<file path="config.mk">
export PLATFORM = sky130hd
export DESIGN_NAME = uart_tx_fifo
export DESIGN_NICKNAME = d
export VERILOG_FILES = /design/src/rtl/uart_tx_fifo_pkg.sv /design/src/rtl/uart_tx_fifo_sync_fifo.sv /design/src/rtl/uart_tx_fifo.sv
export SDC_FILE = /design/constraint.sdc
export NUM_CORES = 1
export LEC_CHECK = 0
export ABC_AREA = 1
export BUFFER_PORTS_ARGS = -buffer_cell sky130_fd_sc_hd__buf_2
export CAP_MARGIN = 20
export CORE_MARGIN = 8
export CORE_UTILIZATION = 35
export CTS_BUF_LIST = sky130_fd_sc_hd__clkbuf_8
export DETAILED_ROUTE_END_ITERATION = 10
export PLACE_DENSITY = 0.6
export SYNTH_ARGS = -nofsm -noshare
export SYNTH_HDL_FRONTEND = slang
export SYNTH_SLANG_ARGS = --single-unit
</file>
<file path="constraint.sdc">
create_clock -name clk -period 2.2 [get_ports clk]
set_input_delay 0.33 -clock clk [delete_from_list [all_inputs] [get_ports clk]]
set_output_delay 0.33 -clock clk [all_outputs]
set_load 0.005 [all_outputs]
</file>
<file path="src/rtl/uart_tx_fifo_pkg.sv">
// Shared definitions for the UART transmit FIFO block.
//   UART_DW       : byte width used on the host and transmitter sides
//   tx_state_e    : request sequencer states (idle, request pulse, wait for done)
package uart_tx_fifo_pkg;

  localparam int UART_DW = 8;

  typedef enum logic [1:0] {
    ST_IDLE = 2'd0,
    ST_REQ  = 2'd1,
    ST_WAIT = 2'd2
  } tx_state_e;

endpackage

</file>
<file path="src/rtl/uart_tx_fifo_sync_fifo.sv">
// Single-clock FIFO with occupancy count.
//   clk, rst          : clock, asynchronous active-low reset
//   wr_en, wr_data    : enqueue request (ignored while full)
//   rd_en             : dequeue request (ignored while empty)
//   rd_data           : head entry, valid whenever empty is low
//   count             : number of entries held
//   full, empty       : occupancy flags
module sync_fifo #(
  parameter int DEPTH = 16,
  parameter int DW    = 8
) (
  input  logic                         clk,
  input  logic                         rst,
  input  logic                         wr_en,
  input  logic [DW-1:0]                wr_data,
  input  logic                         rd_en,
  output logic [DW-1:0]                rd_data,
  output logic [$clog2(DEPTH+1)-1:0]   count,
  output logic                         full,
  output logic                         empty
);

  localparam int AW = $clog2(DEPTH);
  localparam int CW = $clog2(DEPTH+1);

  logic [DW-1:0] mem [DEPTH];
  logic [AW-1:0] wr_ptr;
  logic [AW-1:0] rd_ptr;
  logic          wr_fire;
  logic          rd_fire;

  assign full    = (count == CW'(DEPTH));
  assign empty   = (count == '0);
  assign wr_fire = wr_en && !full;
  assign rd_fire = rd_en && !empty;
  assign rd_data = mem[rd_ptr];

  // NOTE: storage has no reset; stale entries are unreachable because count
  // gates every read, and a reset-free array maps onto plain RAM.
  always_ff @(posedge clk) begin
    if (wr_fire) mem[wr_ptr] <= wr_data;
  end

  // DEPTH is a power of two, so pointers wrap by natural overflow.
  always_ff @(posedge clk or negedge rst) begin
    if (!rst) begin
      wr_ptr <= '0;
      rd_ptr <= '0;
      count  <= '0;
    end else begin
      if (wr_fire) wr_ptr <= wr_ptr + AW'(1);
      if (rd_fire) rd_ptr <= rd_ptr + AW'(1);
      case ({wr_fire, rd_fire})
        2'b10:   count <= count + CW'(1);
        2'b01:   count <= count - CW'(1);
        default: count <= count;
      endcase
    end
  end

endmodule

</file>
<file path="src/rtl/uart_tx_fifo.sv">
// Byte buffer and request sequencer feeding the UART transmitter.
//   clk, rst           : clock, asynchronous active-low reset
//   wr_valid, wr_data  : host byte write; accepted when wr_ready is high
//   wr_ready           : FIFO not full
//   tx_req             : one-cycle frame start request to the transmitter
//   din                : byte for the transmitter, held from tx_req to tx_done
//   tx_done            : transmitter frame-finished pulse (ignored unless waiting)
//   count              : bytes queued, excluding the one in flight
//   busy               : bytes queued or a frame in flight
//   overflow           : sticky, set by a write attempt while full
module uart_tx_fifo
  import uart_tx_fifo_pkg::*;
#(
  parameter int DEPTH = 16,
  parameter int DW    = UART_DW
) (
  input  logic                        clk,
  input  logic                        rst,
  input  logic                        wr_valid,
  input  logic [DW-1:0]               wr_data,
  output logic                        wr_ready,
  output logic                        tx_req,
  output logic [DW-1:0]               din,
  input  logic                        tx_done,
  output logic [$clog2(DEPTH+1)-1:0]  count,
  output logic                        busy,
  output logic                        overflow
);

  tx_state_e     state;
  tx_state_e     next_state;
  logic          full;
  logic          empty;
  logic          pop;
  logic          wr_fire;
  logic [DW-1:0] head;

  assign wr_ready = !full;
  assign wr_fire  = wr_valid && !full;
  assign busy     = (state != ST_IDLE) || !empty;

  sync_fifo #(
    .DEPTH (DEPTH),
    .DW    (DW)
  ) u_fifo (
    .clk     (clk),
    .rst     (rst),
    .wr_en   (wr_fire),
    .wr_data (wr_data),
    .rd_en   (pop),
    .rd_data (head),
    .count   (count),
    .full    (full),
    .empty   (empty)
  );

  // NOTE: sequential state uses non-blocking assignments so every flop samples
  // pre-edge values regardless of process ordering.
  always_ff @(posedge clk or negedge rst) begin
    if (!rst) state <= ST_IDLE;
    else      state <= next_state;
  end

  // NOTE: defaults first so no path through the case leaves a variable
  // unassigned, which would otherwise infer a latch.
  always_comb begin
    next_state = state;
    pop        = 1'b0;
    case (state)
      ST_IDLE: begin
        if (!empty) begin
          pop        = 1'b1;
          next_state = ST_REQ;
        end
      end
      ST_REQ:  next_state = ST_WAIT;
      ST_WAIT: if (tx_done) next_state = ST_IDLE;
      default: next_state = ST_IDLE;
    endcase
  end

  // tx_req is a flop so the transmitter sees a glitch-free single-cycle pulse.
  always_ff @(posedge clk or negedge rst) begin
    if (!rst) begin
      tx_req <= 1'b0;
      din    <= '0;
    end else begin
      tx_req <= (next_state == ST_REQ);
      if (pop) din <= head;
    end
  end

  always_ff @(posedge clk or negedge rst) begin
    if (!rst)                  overflow <= 1'b0;
    else if (wr_valid && full) overflow <= 1'b1;
  end

endmodule

</file>
==> results of run 1 <==
[what timing repair did]
action                                  in CTS  in global routing
hold buffers                                 1                  0
gates resized for setup                      1                 16
endpoints found under the setup margin       1                  2
setup buffers                                0                  2
hold endpoints to repair                    25                  0
pin swaps                                    0                 11
[power by group through the flow]
stage	registers, mW	logic, mW	clock network, mW
4_1_cts	3.84	3.77	2.66
3_5_place_dp	3.90	3.74	0
3_3_place_gp	3.88	3.73	0
2_1_floorplan	3.88	2.61	0
6_report	3.86	3.88	2.60
5_1_grt	3.91	4.45	2.77
[routing by layer]
metal  part of all wire (%)  vias up  routed length (um)
met2                     47      102                7180
met1                     46     2136                6920
met5                      0        -                   0
met3                    5.9        6                 895
li1                       -     2259                   -
met4                   0.87        0                 132
[stage by stage]
step | setup TNS [ns] | utilization (%) | area (um^2)
finish | 0 | 41.1 | 7950
global placement | 0 | 38.1 | 7360
detailed placement | 0 | 38.1 | 7360
floorplan | 0 | - | 6830
CTS | 0 | 40.7 | 7860
global route | -0.0437 | 41.1 | 7950
[cell families after synthesis]
family | count (synthesis)
adder cells (fa/ha/maj) | 9
AND/OR/NAND/NOR | 346
XOR/XNOR | 10
buffers and inverters | 148
flip-flops | 153
AO/OA/AOI/OAI | 10
[cell usage in the layout (no fill, tap or decap), drive strengths merged]
| cell type | instances |
|---|---|
| dlygate4sd3 | 1 |
| buf | 58 |
| clkinvlp | 1 |
| bufinv | 7 |
| xor2 | 9 |
| o21a | 1 |
| o21ai | 5 |
| o21bai | 2 |
| a21boi | 1 |
| nand2 | 222 |
| clkinv | 8 |
| dfrtp | 25 |
| nor2 | 9 |
| xnor2 | 1 |
| clkbuf | 17 |
| nand4 | 1 |
| inv | 119 |
| ha | 9 |
| nand3 | 102 |
| edfxtp | 128 |
| nor3 | 12 |
| a21oi | 1 |
[sequential cells by signal (all words and copies together) (netlist names)]
signal and flops:
u_fifo.wr_ptr 4, overflow 1, state 2, u_fifo.mem 128, u_fifo.count 5, din 8
tx_req 1, u_fifo.rd_ptr 4
[worst paths after layout]
path / start / endpoint
worst max-delay path: u_fifo.count[1] / u_fifo.count[4]
worst min-delay path: tx_done / state[1]
worst max register to register: u_fifo.count[1] / u_fifo.count[4]
worst min register to register: din[6] / din[6]
max in group asynchronous: rst / u_fifo.rd_ptr[0]
min in group asynchronous: rst / u_fifo.rd_ptr[1]
[synthesized netlist by cell type (all sizes together)]
| cell type | number | area share, % |
|---|---|---|
| nor3 | 12 | 0.88 |
| inv | 118 | 6.5 |
| o21ai | 5 | 0.37 |
| clkbuf | 1 | 0.055 |
| clkinv | 2 | 0.11 |
| xor2 | 9 | 1.2 |
| a21boi | 1 | 0.11 |
| nand2 | 222 | 12 |
| dfrtp | 25 | 9.2 |
| ha | 9 | 1.6 |
| xnor2 | 1 | 0.13 |
| nor2 | 9 | 0.53 |
| o21a | 1 | 0.11 |
| buf | 27 | 2.7 |
| a21oi | 1 | 0.073 |
| nand3 | 102 | 7.6 |
| nand4 | 1 | 0.092 |
| edfxtp | 128 | 56 |
| o21bai | 2 | 0.22 |
[worst max-delay path, stage by stage, from the launching register on]
cell and delay, ns:
dfrtp_1 0.41, nor2_4 0.15, nand2_2 0.07, nor2_2 0.12, inv_1 0.06, nand2_2 0.07
inv_2 0.05, ha_4 0.18, xor2_2 0.15, ha_2 0.19, inv_2 0.03, nand2_2 0.08
nand3_2 0.08, nand2_2 0.08, xor2_1 0.14, nand2_1 0.07, nand2_1 0.06
[final cells by class]
cell class | instances | area, um^2 | area share (%)
clock buffer | 17 | 234 | 2.94
clock inverter | 15 | 255 | 3.21
inverter | 120 | 450 | 5.67
multi-input combinational | 375 | 1790 | 22.6
sequential | 153 | 4470 | 56.2
tap | 265 | 332 | 4.17
timing repair buffer | 59 | 413 | 5.19
==> flow_summary_export.csv, run 1 <==
group,metric,value,unit
outcome,status,"complete, no violations",
yosys,synth_top_family_by_area,"simple AND/OR/NAND/NOR gates",
placed_design,dpl.cell_count,969,
placed_design,pre_cts_slack,0.0127,ns
power_and_ir_drop,finalPower,10.3,mW
global_route,track_usage,13.5,%
global_route,gr-total-overflow,0,
floorplan,io_pins,29,
setup_path,arrival,2.45,ns
power_and_ir_drop,switching_power,3.77,mW
sta,rsz0062_at_grt,"yes",
floorplan,die_area,24200,um^2
sta,whs,0.118,ns
setup_path,critPathLaunchType,"register",
detailed_routing,first_pass_iters,5,
power_and_ir_drop,powerDensity,1300,nW/um^2
yosys,ys_types,26,
power_and_ir_drop,intPower,6.56,mW
sta,min_period,2.06,ns
sta,finClkSkew,0.00922,ns
global_route,met3_usage,3.10,%
global_route,met1_usage,17.9,%
sta,slew_violations,0,
setup_path,cp_data_required_time,2.59,ns
detailed_routing,drc,0,
clock_network,root_buffer,"clkbuf_8",
sta,finalHoldViolations,0,
setup_path,cp-end-kind,"register",
sta,post-route-period-util,93.6,%
clock_network,clkTransAtPathRegs,0.08,ns
hold_path,hold_path.class,"in2reg",
detailed_routing,ant_nets,0,
flow_run,cap_violations,0,
sta,setup_slack,0.142,ns
detailed_routing,drtIter0Drc,288,
sta,max_slew_margin,42.5,%
layout,fillers,1879,
setup_path,path_class,"reg2reg",
hold_path,holdPathStages,3,
global_route,grt_pass1_vias,4596,
setup_path,path_max_fanout,4,
global_route,antenna_found_initial,0,
detailed_routing,routed_wl,15100,um
placed_design,globalplace.congestion,0.787,
clock_network,clk-insertion-delay-late,0.45,ns
power_and_ir_drop,swShare,36.5,%
power_and_ir_drop,pwr-share-clk,25.1,%
setup_path,rrSetupSlack,0.14,ns
sta,tightest_slew,0.859,ns
yosys,synth_area,6830,um^2
clock_network,htreeDepth,4,
global_route,grt_max_degree,67,
yosys,yosys_warnings,0,
yosys,yosysSeqAreaShare,65.5,%
detailed_routing,routed_via_density,4.49,
layout,antenna_cells,0,
yosys,synth-simple-area-share,21.4,%
global_route,busiest_layer,"met2",
power_and_ir_drop,power_frac_comb,37.5,%
layout,fin_nets,747,
floorplan,start_util,35.3,%
yosys,synth_adder_area_share,1.65,%
setup_path,r2r_cells,16,
detailed_routing,via_count,4503,
yosys,synth_xor_area_share,1.28,%
power_and_ir_drop,ir_worst_vdd,0.544,mV
layout,area_delta_synth_final,16.4,%
clock_network,cts_tree,"yes",
floorplan,core,19300,um^2
layout,fin_cells,1004,
yosys,syn_nets,697,
sta,max_freq,486,MHz
sta,setup_viol,0,
global_route,met2_usage,21.1,%
floorplan,chipWidth,156,um
clock_network,clockBufferDepth,2,
floorplan,rows,51,
placed_design,io_buffer_count,28,
power_and_ir_drop,power_frac_seq,37.3,%
floorplan,die_h,156,um
yosys,avgSynthCellArea,10.1,um^2
yosys,synth_compound_area_share,0.880,%
clock_network,cts_buffers,17,
detailed_routing,post_drt_wl_per_cell,15.1,um
clock_network,cts.sinks,153,
placed_design,dp_hpwl,9740,um
yosys,ys_seq_elements,153,
layout,drive_above_1_share,14.5,%
yosys,syn_inst,676,
power_and_ir_drop,leakagePower,3.51,nW
global_route,grt_pass1_wl,25100,um
yosys,muxShareOfSynthArea,0,%
Power figures use the tool's default switching activity.
==> run 2, diff against run 1 <==
RECOVER_POWER = 50   (was default)
==> flow_summary_export.csv, run 2 (synthesis results as in run 1) <==
group,metric,value,unit
detailed_routing,first_pass_iters,5,
sta,setup_viol,0,
detailed_routing,drtIter0Drc,295,
sta,tns,0,ns
detailed_routing,drc,0,
floorplan,die_h,156,um
floorplan,chipWidth,156,um
floorplan,die_area,24200,um^2
sta,rsz0062_at_grt,"yes",
setup_path,path_class,"reg2reg",
setup_path,path_max_fanout,4,
clock_network,cts_tree,"yes",
hold_path,hold_path.class,"in2reg",
flow_run,cap_violations,0,
clock_network,clockBufferDepth,2,
global_route,grt_max_degree,67,
detailed_routing,topRoutingLayerUsed,"met4",
detailed_routing,via_count,4547,
detailed_routing,wl_met1,7220,um
placed_design,io_buffer_count,28,
detailed_routing,dr_wl_met2,7010,um
layout,multi_input_area,1790,um^2
layout,largest_reg_flops,128,
placed_design,globalplace.congestion,0.787,
layout,top_regs,"u_fifo.mem x128, din x8, u_fifo.count x5",
sta,tightest_slew,1.48,ns
floorplan,core,19300,um^2
layout,regArea,4470,um^2
layout,antenna_cells,0,
global_route,grt_pass1_vias,4596,
outcome,status,"complete, no violations",
global_route,track_usage,13.5,%
layout,area_delta_synth_final,16.3,%
sta,min_period,2.06,ns
setup_path,critPathLaunchType,"register",
detailed_routing,routed_wl,15100,um
sta,finalHoldViolations,0,
setup_path,cp-end-kind,"register",
placed_design,dp_hpwl,9740,um
setup_path,r2r_cells,16,
detailed_routing,post_drt_wl_per_cell,15.0,um
power_and_ir_drop,leakagePower,3.49,nW
clock_network,clk-insertion-delay-late,0.45,ns
sta,post-route-period-util,93.6,%
placed_design,place_area,7360,um^2
layout,fin_area,7940,um^2
sta,slew_violations,0,
sta,max_slew_margin,1.63,%
layout,drive_above_1_share,13.3,%
hold_path,holdPathStages,3,
global_route,antenna_found_initial,0,
setup_path,cp_data_required_time,2.59,ns
sta,finClkSkew,0.0103,ns
power_and_ir_drop,ir_worst_vdd,0.551,mV
detailed_routing,ant_nets,0,
sta,max_freq,486,MHz
clock_network,htreeDepth,4,
layout,regMostFlops,"u_fifo.mem",
sta,whs,0.116,ns
clock_network,clkTransAtPathRegs,0.08,ns
layout,final_common_cell,"nand2_1",
global_route,gr-total-overflow,0,
detailed_routing,routed_via_density,4.53,
clock_network,cts.sinks,153,
layout,fin_nets,747,
global_route,grt_pass1_wl,25100,um
clock_network,root_buffer,"clkbuf_8",
layout,final_cell_mix,"nand2_1 (216), edfxtp_1 (128), inv_1 (114), nand3_1 (100), buf_4 (27)",
clock_network,cts_buffers,17,
floorplan,start_util,35.3,%
layout,fillers,1880,
setup_path,arrival,2.45,ns
power_and_ir_drop,powerDensity,1300,nW/um^2
detailed_routing,wl_met3,654,um
floorplan,rows,51,
floorplan,io_pins,29,
run 2: cell types whose count changed in the layout (fill, tap and decap cells not counted), sizes merged:
| cell | previous run | this run |
|---|---|---|
| buf | 58 | 49 |
| clkbuf | 17 | 26 |
run 2: path summary, 6_finish.rpt:
path                                  from                to  slack, ns
setup / recovery           u_fifo.count[1]   u_fifo.count[4]       0.14
hold / removal                     tx_done          state[1]       0.12
setup reg to reg           u_fifo.count[1]   u_fifo.count[4]       0.14
hold reg to reg                     din[6]            din[6]       0.48
max in group asynchronous              rst  u_fifo.rd_ptr[0]       0.48
min in group asynchronous              rst  u_fifo.rd_ptr[1]       0.76
run 2: report_power, final:
group	total, mW	switching (mW)	leakage [nW]	internal (mW)
sequential	3.86	0.233	1.46	3.62
combinational	3.88	2.51	1.78	1.37
clock	2.60	1.03	0.243	1.56
run 2: through the flow:
stage | std cells | worst slack [ns] | utilization, % | power, mW
CTS | 1002 | 0.0374 | 40.7 | 10.3
global placement | 969 | 0.0631 | 38.1 | 7.61
detailed placement | 969 | 0.0127 | 38.1 | 7.64
global route | 1004 | -0.0437 | 41.1 | 11.1
finish | 1004 | 0.141 | 41.1 | 10.3
floorplan | 676 | 0.00618 | - | 6.49
run 2: critical path: stages, from the launching register on:
cell	delay (ns)
dfrtp_1	0.41
nor2_4	0.15
nand2_2	0.07
nor2_2	0.12
inv_1	0.06
nand2_2	0.07
inv_2	0.05
ha_4	0.18
xor2_2	0.15
ha_2	0.19
inv_2	0.03
nand2_2	0.08
nand3_2	0.08
nand2_2	0.08
xor2_1	0.14
nand2_1	0.07
nand2_1	0.06
run 2: area by class of cell:
| cell class | count | area share [%] |
|---|---|---|
| Clock buffer | 17 | 2.95 |
| Clock inverter | 15 | 3.22 |
| Inverter | 120 | 5.67 |
| Multi-Input combinational cell | 375 | 22.6 |
| Sequential cell | 153 | 56.3 |
| Tap cell | 265 | 4.18 |
| Timing Repair Buffer | 59 | 5.06 |
run 2: repair_timing:
action	CTS	global route
pin swaps	0	11
setup buffers	0	2
endpoints found under the hold margin	25	0
hold buffers	1	0
resized for setup	1	16
setup endpoints to repair	1	2
run 2: per-layer routing:
metal	vias up	GRT usage [%]
li1	2257	-
met1	2182	17.9
met2	91	21.1
met3	17	3.10
met4	0	4.94
met5	-	0
